===== src/rtl/trade_mean_fsm.sv =====
// trade_mean_fsm
// Stateful mean-reversion strategy unit. Sits between the SMA stage and the
// TLU. On every valid sample it compares the current price against a band of
// +/- threshold around the midpoint of the short/long SMAs. It tracks a
// position (FLAT/LONG/SHORT/COOLDOWN) and emits one-cycle entry/exit pulses.
//
// Ports:
//   clk, rst          - clock, asynchronous active-high reset
//   data_valid_pre    - sample qualifier from the SMA stage
//   short_sma         - short moving average
//   long_sma          - long moving average
//   current_data      - current price
//   threshold         - band half-width, used with each valid sample
//   flush             - synchronous force-to-FLAT
//   buy_signal        - registered buy pulse
//   sell_signal       - registered sell pulse
//   timeout_exit      - high with an exit pulse forced by MAX_HOLD
//   data_valid_mean   - registered copy of data_valid_pre
//   position          - 00 FLAT, 01 LONG, 10 SHORT, 11 COOLDOWN
module trade_mean_fsm #(
    parameter int DATA_WIDTH = 8,
    parameter int MAX_HOLD   = 16,
    parameter int COOLDOWN   = 4
) (
    input  logic                  clk,
    input  logic                  rst,
    input  logic                  data_valid_pre,
    input  logic [DATA_WIDTH-1:0] short_sma,
    input  logic [DATA_WIDTH-1:0] long_sma,
    input  logic [DATA_WIDTH-1:0] current_data,
    input  logic [DATA_WIDTH-1:0] threshold,
    input  logic                  flush,
    output logic                  buy_signal,
    output logic                  sell_signal,
    output logic                  timeout_exit,
    output logic                  data_valid_mean,
    output logic [1:0]            position
);

    localparam int HOLD_W_RAW = $clog2(MAX_HOLD + 1);
    localparam int CNT_W_RAW  = $clog2(COOLDOWN + 1);
    localparam int HOLD_W     = (HOLD_W_RAW < 1) ? 1 : HOLD_W_RAW;
    localparam int CNT_W      = (CNT_W_RAW < 1) ? 1 : CNT_W_RAW;

    localparam logic [HOLD_W-1:0] MAX_HOLD_C = HOLD_W'(MAX_HOLD);
    localparam logic [CNT_W-1:0]  COOL_C     = CNT_W'(COOLDOWN);

    typedef enum logic [1:0] {
        ST_FLAT  = 2'b00,
        ST_LONG  = 2'b01,
        ST_SHORT = 2'b10,
        ST_COOL  = 2'b11
    } state_t;

    state_t              state_q, state_d;
    logic [HOLD_W-1:0]   hold_q, hold_d;
    logic [CNT_W-1:0]    cnt_q, cnt_d;
    logic                buy_q, buy_d;
    logic                sell_q, sell_d;
    logic                timeout_q, timeout_d;
    logic                dv_q, dv_d;

    // Band arithmetic: sum carries one extra bit so the midpoint never wraps;
    // the upper bound saturates instead of wrapping.
    logic [DATA_WIDTH:0]   sum;
    logic [DATA_WIDTH-1:0] mid;
    logic [DATA_WIDTH:0]   upper_full;
    logic [DATA_WIDTH-1:0] upper;
    logic [DATA_WIDTH-1:0] lower;
    logic                  trend;
    logic [HOLD_W-1:0]     hold_n;
    logic [CNT_W-1:0]      cnt_n;
    state_t                exit_state;

    always_comb begin
        sum        = {1'b0, short_sma} + {1'b0, long_sma};
        mid        = DATA_WIDTH'(sum >> 1);
        upper_full = {1'b0, mid} + {1'b0, threshold};
        upper      = upper_full[DATA_WIDTH] ? '1 : upper_full[DATA_WIDTH-1:0];
        lower      = (mid > threshold) ? (mid - threshold) : '0;
        trend      = short_sma > long_sma;
        hold_n     = hold_q + 1'b1;
        cnt_n      = cnt_q + 1'b1;
        exit_state = (COOLDOWN > 0) ? ST_COOL : ST_FLAT;
    end

    always_comb begin
        state_d   = state_q;
        hold_d    = hold_q;
        cnt_d     = cnt_q;
        buy_d     = 1'b0;
        sell_d    = 1'b0;
        timeout_d = 1'b0;
        dv_d      = data_valid_pre;

        if (flush) begin
            state_d = ST_FLAT;
            hold_d  = '0;
            cnt_d   = '0;
        end else if (data_valid_pre) begin
            case (state_q)
                ST_FLAT: begin
                    if (trend && (current_data < lower)) begin
                        buy_d   = 1'b1;
                        state_d = ST_LONG;
                        hold_d  = '0;
                    end else if (!trend && (current_data > upper)) begin
                        sell_d  = 1'b1;
                        state_d = ST_SHORT;
                        hold_d  = '0;
                    end
                end
                ST_LONG: begin
                    // Revert wins over timeout: timeout_exit only flags exits
                    // that the band alone would not have produced.
                    if (current_data >= mid) begin
                        sell_d  = 1'b1;
                        state_d = exit_state;
                        hold_d  = '0;
                        cnt_d   = '0;
                    end else if (hold_n == MAX_HOLD_C) begin
                        sell_d    = 1'b1;
                        timeout_d = 1'b1;
                        state_d   = exit_state;
                        hold_d    = '0;
                        cnt_d     = '0;
                    end else begin
                        hold_d = hold_n;
                    end
                end
                ST_SHORT: begin
                    if (current_data <= mid) begin
                        buy_d   = 1'b1;
                        state_d = exit_state;
                        hold_d  = '0;
                        cnt_d   = '0;
                    end else if (hold_n == MAX_HOLD_C) begin
                        buy_d     = 1'b1;
                        timeout_d = 1'b1;
                        state_d   = exit_state;
                        hold_d    = '0;
                        cnt_d     = '0;
                    end else begin
                        hold_d = hold_n;
                    end
                end
                ST_COOL: begin
                    if (cnt_n == COOL_C) begin
                        state_d = ST_FLAT;
                        cnt_d   = '0;
                    end else begin
                        cnt_d = cnt_n;
                    end
                end
                default: begin
                    state_d = ST_FLAT;
                    hold_d  = '0;
                    cnt_d   = '0;
                end
            endcase
        end
    end

    always_ff @(posedge clk or posedge rst) begin
        if (rst) begin
            state_q   <= ST_FLAT;
            hold_q    <= '0;
            cnt_q     <= '0;
            buy_q     <= 1'b0;
            sell_q    <= 1'b0;
            timeout_q <= 1'b0;
            dv_q      <= 1'b0;
        end else begin
            state_q   <= state_d;
            hold_q    <= hold_d;
            cnt_q     <= cnt_d;
            buy_q     <= buy_d;
            sell_q    <= sell_d;
            timeout_q <= timeout_d;
            dv_q      <= dv_d;
        end
    end

    assign buy_signal      = buy_q;
    assign sell_signal     = sell_q;
    assign timeout_exit    = timeout_q;
    assign data_valid_mean = dv_q;
    assign position        = state_q;

endmodule


===== config.mk =====
export PLATFORM = sky130hd
export DESIGN_NAME = trade_mean_fsm
export DESIGN_NICKNAME = d
export VERILOG_FILES = /design/src/rtl/trade_mean_fsm.sv
export SDC_FILE = /design/constraint.sdc
export NUM_CORES = 1
export LEC_CHECK = 0
export BUFFER_PORTS_ARGS = -buffer_cell sky130_fd_sc_hd__buf_2
export CAP_MARGIN = 30
export CORE_MARGIN = 2
export CORE_UTILIZATION = 55
export CTS_CLUSTER_SIZE = 10
export DETAILED_ROUTE_END_ITERATION = 8
export PLACE_DENSITY = 0.77
export SLEW_MARGIN = 20
export SYNTH_ARGS = -nofsm -noshare
export SYNTH_HDL_FRONTEND = slang
export SYNTH_SLANG_ARGS = --single-unit

===== constraint.sdc =====
create_clock -name clk -period 5.4 [get_ports clk]
set_input_delay 0.27 -clock clk [delete_from_list [all_inputs] [get_ports clk]]
set_output_delay 0.27 -clock clk [all_outputs]
set_load 0.1 [all_outputs]

* After elaboration in Yosys (flattened, before gate mapping) *
Cells that the tools add are included.

storage, ports and cells
  memory bits (writable) = 0
  memories kept = 0
  output and inout bits = 6
  bits in latches = 0
  bits in read-only memories = 0
  register bits = 14
  input bits = 36

cells by class
  div/mod/pow operators = 0
  shift operators = 0
  mux-type cells = 43
  $add $sub $neg = 5
  equality and inequality tests = 7
  reductions and logical operators = 10
  bitwise operators = 0
  multipliers = 0
  order comparisons = 6

operator list
  kind                                                           number
  5-bit two-way mux                                              7
  8-bit greater-than comparator                                  3
  8-bit by 8-bit adder with 9-bit output                         2
  3-bit two-way mux                                              6
  2-bit two-way mux                                              8
  8-bit two-way mux                                              2
  5-bit one-hot mux with 3 select lines                          1
  1-bit two-way mux                                              14
  3-bit one-hot mux with 3 select lines                          1
  8-bit greater-or-equal comparator                              1
  8-bit less-or-equal comparator                                 1
  8-bit < comparator                                             1
  2-bit one-hot mux with 4 select lines                          1
  4-bit nonzero test                                             2
  8-bit subtractor                                               1
  1-bit one-hot mux with 2 select lines                          3
  3-bit AND reduction                                            2
  5-bit by 1-bit adder with 5-bit output, second input constant  1
  5-bit == test, second input constant                           1
  2-bit == test, second input constant                           2
  4-bit != test, second input constant                           1
  3-bit by 1-bit adder with 3-bit output, second input constant  1
  3-bit == test, second input constant                           1
  3-bit != test, second input constant                           1
  6 further kinds                                                7

* Longest topological paths before layout *
  depth after elaboration = 10
  mapped depth = 24

* Least setup slack after synthesis *
OpenSTA, ideal clock, no wires.

  kind = input to register
  from = input short_sma[0]
  to = register state_q[1], in the netlist position[1]
  library setup time = 0.129 ns
  stages = 21
  data arrival time = 4.259 ns
  path buffers = 1
  slack = 1.012 ns
  path through = ha_1 > fa_1 > nand2b_1 > a21oi_1 > nor2_1 > o21bai_1 > a21oi_1 > xnor2_1 > ha_1 > buf_2 > a21oi_1 > nor2_1 > o31ai_2 > nor2_1 > ha_1 > a211oi_1 > nor2_1 > o311ai_2 > o211ai_1 > o21ai_1 > mux2_1

between the ends
  cells in the longest elaborated chain, start to end = 9
  elaborated cells on any way between the ends = 22

RTL lines
  element                                                            RTL line  text
  start, declared                                                    28        input logic [DATA_WIDTH-1:0] short_sma,
  8-bit by 8-bit adder with 9-bit output                             76        sum = {1'b0, short_sma} + {1'b0, long_sma};
  8-bit subtractor or 8-bit greater-than comparator (tied branches)  80        lower = (mid > threshold) ? (mid - threshold) : '0;
  8-bit two-way mux                                                  80
  8-bit < comparator                                                 103       if (trend && (current_data < lower)) begin
  1-bit logical AND                                                  103
  2-bit two-way mux                                                  103
  2-bit one-hot mux with 4 select lines                              101       case (state_q)
  2-bit two-way mux                                                  100       end else if (data_valid_pre) begin
  2-bit two-way mux                                                  96        if (flush) begin
  end signal, assigned                                               174       state_q <= state_d;
  end, declared                                                      55        state_t state_q, state_d;

Parallel ways exist; a longest one is shown, timed or not. The select of a mux whose other input is x is not followed.
A chain may end at the register's enable or synchronous reset.

* Worst setup path in the final report *
  from = input short_sma[0]
  to = register hold_q[3]

between the ends
  cells in the longest elaborated chain, start to end = 9
  elaborated cells on any way between the ends = 22

RTL lines
  element                                                            RTL line  text
  8-bit by 8-bit adder with 9-bit output                             76
  8-bit subtractor or 8-bit greater-than comparator (tied branches)  80
  8-bit two-way mux                                                  80
  8-bit < comparator                                                 103
  1-bit logical AND                                                  103
  5-bit two-way mux                                                  103
  5-bit one-hot mux with 3 select lines                              101
  5-bit two-way mux                                                  100
  5-bit two-way mux                                                  96
  end signal, assigned                                               175       hold_q <= hold_d;
  end, declared                                                      56        logic [HOLD_W-1:0] hold_q, hold_d;

Parallel ways exist; a longest one is shown, timed or not. The select of a mux whose other input is x is not followed.

==> results.sh <==
export IMPL_mostFrequentLayoutCells="63 x ha_1, 47 x inv_1, 41 x buf_2"
export IMPL_worst_endpoint_required_ns=5.53
export IMPL_final_core_util_pct=63.15
export IMPL_holdWs_ns=0.05890
export IMPL_ctsHoldBuffers=0
export IMPL_cts_setup_buffers=0
export IMPL_peakVddDrop_mv=0.1318
export IMPL_fin_crit_ns=4.804
export IMPL_synth_top_family_by_area="adder cells"
export IMPL_route_detailed_drc=0
export IMPL_clock_sinks=14
export IMPL_synth_simple_area_share_pct=16.96
export IMPL_place_ws_ns=0.4399
export IMPL_fp_dieH_um=73.69
export IMPL_yosysWarnings=0
export IMPL_synth_xor_area_share_pct=4.590
export IMPL_nets=476
export IMPL_cellLeakagePower_nw=1.468
export IMPL_grt_total_usage_pct=22.62
export IMPL_cts_tree="done"
export IMPL_synth_main_ff_cell="dfrtp_1"
export IMPL_hold_path_class="input port to async pin"
export IMPL_drtIter0Drc=101
export IMPL_finalNonFillerCells=426
export IMPL_wirelength_um=5855
export IMPL_grt_pass1_vias=2328
export IMPL_antenna_found_initial=0
export IMPL_syn_area_per_cell_um2=8.046
export IMPL_max_cap_violations=0
export IMPL_dr_total_vias=2507
export IMPL_antenna_diode_count=0
export IMPL_grt_pass1_wl_um=9880
export IMPL_dpl_cell_count=423
export IMPL_start_util_pct=56.93
export IMPL_h_tree_depth=1
export IMPL_synthesis_instances=332
export IMPL_io_pins=42
export IMPL_clockBufferDepth=2
export IMPL_clk_pin_slew_ns=0.05
export IMPL_crit_path_end_kind="flip-flop"
export IMPL_skew_ns=0.0004072
export IMPL_slew_viol_final=0
export IMPL_ctsResizeCount=0
export IMPL_synth_async_reset_ratio_pct=100.0
export IMPL_critPathKind="input port to flip-flop"
export IMPL_setup_ws_ns=0.5965
export IMPL_layout_drive_gt1_share_pct=15.05
export IMPL_period_share_pct=88.95
export IMPL_path_max_fanout=6
export IMPL_grt_max_degree=15
export IMPL_worstPathArrival_ns=4.93
export IMPL_die_x_um=73.69
export IMPL_finalHoldViolCount=0
export IMPL_antenna_left=0
export IMPL_max_slew_worst_pin_slew_ns=0.6360
export IMPL_stdcell_area_um2=2963
export IMPL_port_buffers=41
export IMPL_setup_violations_final=0
export IMPL_synth_mux_area_share_pct=0.8431
export IMPL_core_um2=4692
export IMPL_total_power_mw=0.8398
export IMPL_ys_types=53
export IMPL_pwr_density_cell_nw_per_um2=283.4
export IMPL_ys_ff_latch=14
export IMPL_placed_area_um2=2922
export IMPL_synthesis_nets=434
export IMPL_rsz0062_at_grt="no"
export IMPL_dp_hpwl_um=5049
export IMPL_wire_per_inst_um=13.74
export IMPL_cts_buffers=3
export IMPL_rows=25
export IMPL_drt_first_pass_iters=6
export IMPL_synthToLayoutAreaGrowth_pct=10.91
export IMPL_via_per_inst=5.885
export IMPL_clock_root_buffer="clkbuf_8"
export IMPL_finalSetupTns_ns=0
export IMPL_place_gp_congestion=0.8984
export IMPL_insertion_delay_ns=0.24
export IMPL_status="completed"
export IMPL_synthAdderAreaFrac_pct=31.76
export IMPL_start_kind="input port"
export IMPL_synth_compound_area_share_pct=25.01
export IMPL_fillers=405
export IMPL_clock_fmax_mhz=208.2
export IMPL_yosysSeqAreaShare_pct=13.11
export IMPL_grt_remaining_overflow=0
export IMPL_layout_commonest_cell="ha_1"
export IMPL_syn_cell_area_um2=2671
export IMPL_synth_edff_count=0
export IMPL_max_slew_margin_pct=57.34
export IMPL_die_area_um2=5430
[layer usage]
metal	GRT usage (%)	vias to the layer above	part of all wire (%)
met5	0	-	0
met4	3.434	0	1.2
met3	2.332	7	3.6
met2	38.99	58	48
met1	30.97	1169	48
li1	-	1273	-
[area by class of cell]
cell class,count,area [µm²],area share [%]
repair buffers,42,212.7,7.179
flip-flops and latches,14,350.3,11.82
clock buffers,3,41.29,1.394
multi-input cells,266,2115,71.37
inverters,47,176.4,5.954
well taps,54,67.56,2.280
[cell usage after synthesis (3+ instances only)]
master | number | area (µm²)
nand3_1 | 10 | 50.05
or3_1 | 3 | 18.77
a21oi_1 | 31 | 155.2
dfrtp_1 | 14 | 350.3
o21ai_0 | 12 | 60.06
a211oi_1 | 4 | 30.03
inv_1 | 47 | 176.4
xnor2_1 | 7 | 61.31
o21bai_1 | 8 | 60.06
nand4_1 | 9 | 56.30
a211o_1 | 4 | 35.03
nor2b_1 | 6 | 37.54
nand2b_1 | 5 | 31.28
nor2_1 | 26 | 97.59
o211ai_1 | 6 | 45.04
fa_1 | 3 | 60.06
buf_2 | 3 | 15.01
xor2_1 | 7 | 61.31
nand2_1 | 17 | 63.81
ha_1 | 63 | 788.3
[state kept, by name, indices dropped and copies added, names as in the netlist]
signal and count:
hold_q 5, cnt_q 3, position 2, buy_signal 1, data_valid_mean 1, sell_signal 1, timeout_exit 1
[critical path, stage by stage]
cell	delay, ns
buf_2	0.11
ha_1	0.21
fa_1	0.40
nand2b_1	0.09
a21oi_1	0.06
nor2_1	0.19
o21bai_1	0.12
a21oi_1	0.25
o21ba_2	0.18
o21bai_1	0.11
ha_1	0.43
nand2_1	0.07
o21ai_0	0.25
nor2_1	0.08
nor2_1	0.29
nand3_1	0.12
ha_1	0.33
a21oi_1	0.14
nand2_1	0.08
a22o_1	0.18
a211o_1	0.31
o221ai_4	0.26
o211ai_1	0.13
a32o_1	0.27
[final timing paths]
| path | slack, ns | startpoint | cells past startpoint | to |
|---|---|---|---|---|
| max | 0.60 | short_sma[0] | 24 | hold_q[3] |
| min | 0.06 | rst | 2 | timeout_exit |
| max reg2reg | 3.19 | hold_q[0] | 7 | cnt_q[2] |
| min reg2reg | 0.50 | cnt_q[0] | 1 | cnt_q[0] |
| max in group asynchronous | 4.99 | rst | 2 | hold_q[4] |
| min in group clk | 0.21 | data_valid_pre | 1 | data_valid_mean |
[cell families after synthesis]
| family | count (synthesis) |
|---|---|
| XOR/XNOR | 14 |
| AND/OR/NAND/NOR | 89 |
| multiplexers | 2 |
| adder cells (fa/ha/maj) | 66 |
| buffers and inverters | 52 |
| AO/OA/AOI/OAI | 95 |
| flip-flops | 14 |
[power by group]
group          internal (mW)  switching (mW)  leakage [nW]
Combinational          0.237           0.393          1.26
Clock                 0.0491          0.0323        0.0216
Sequential             0.116          0.0120         0.190
(Power assumes the default switching activity.)
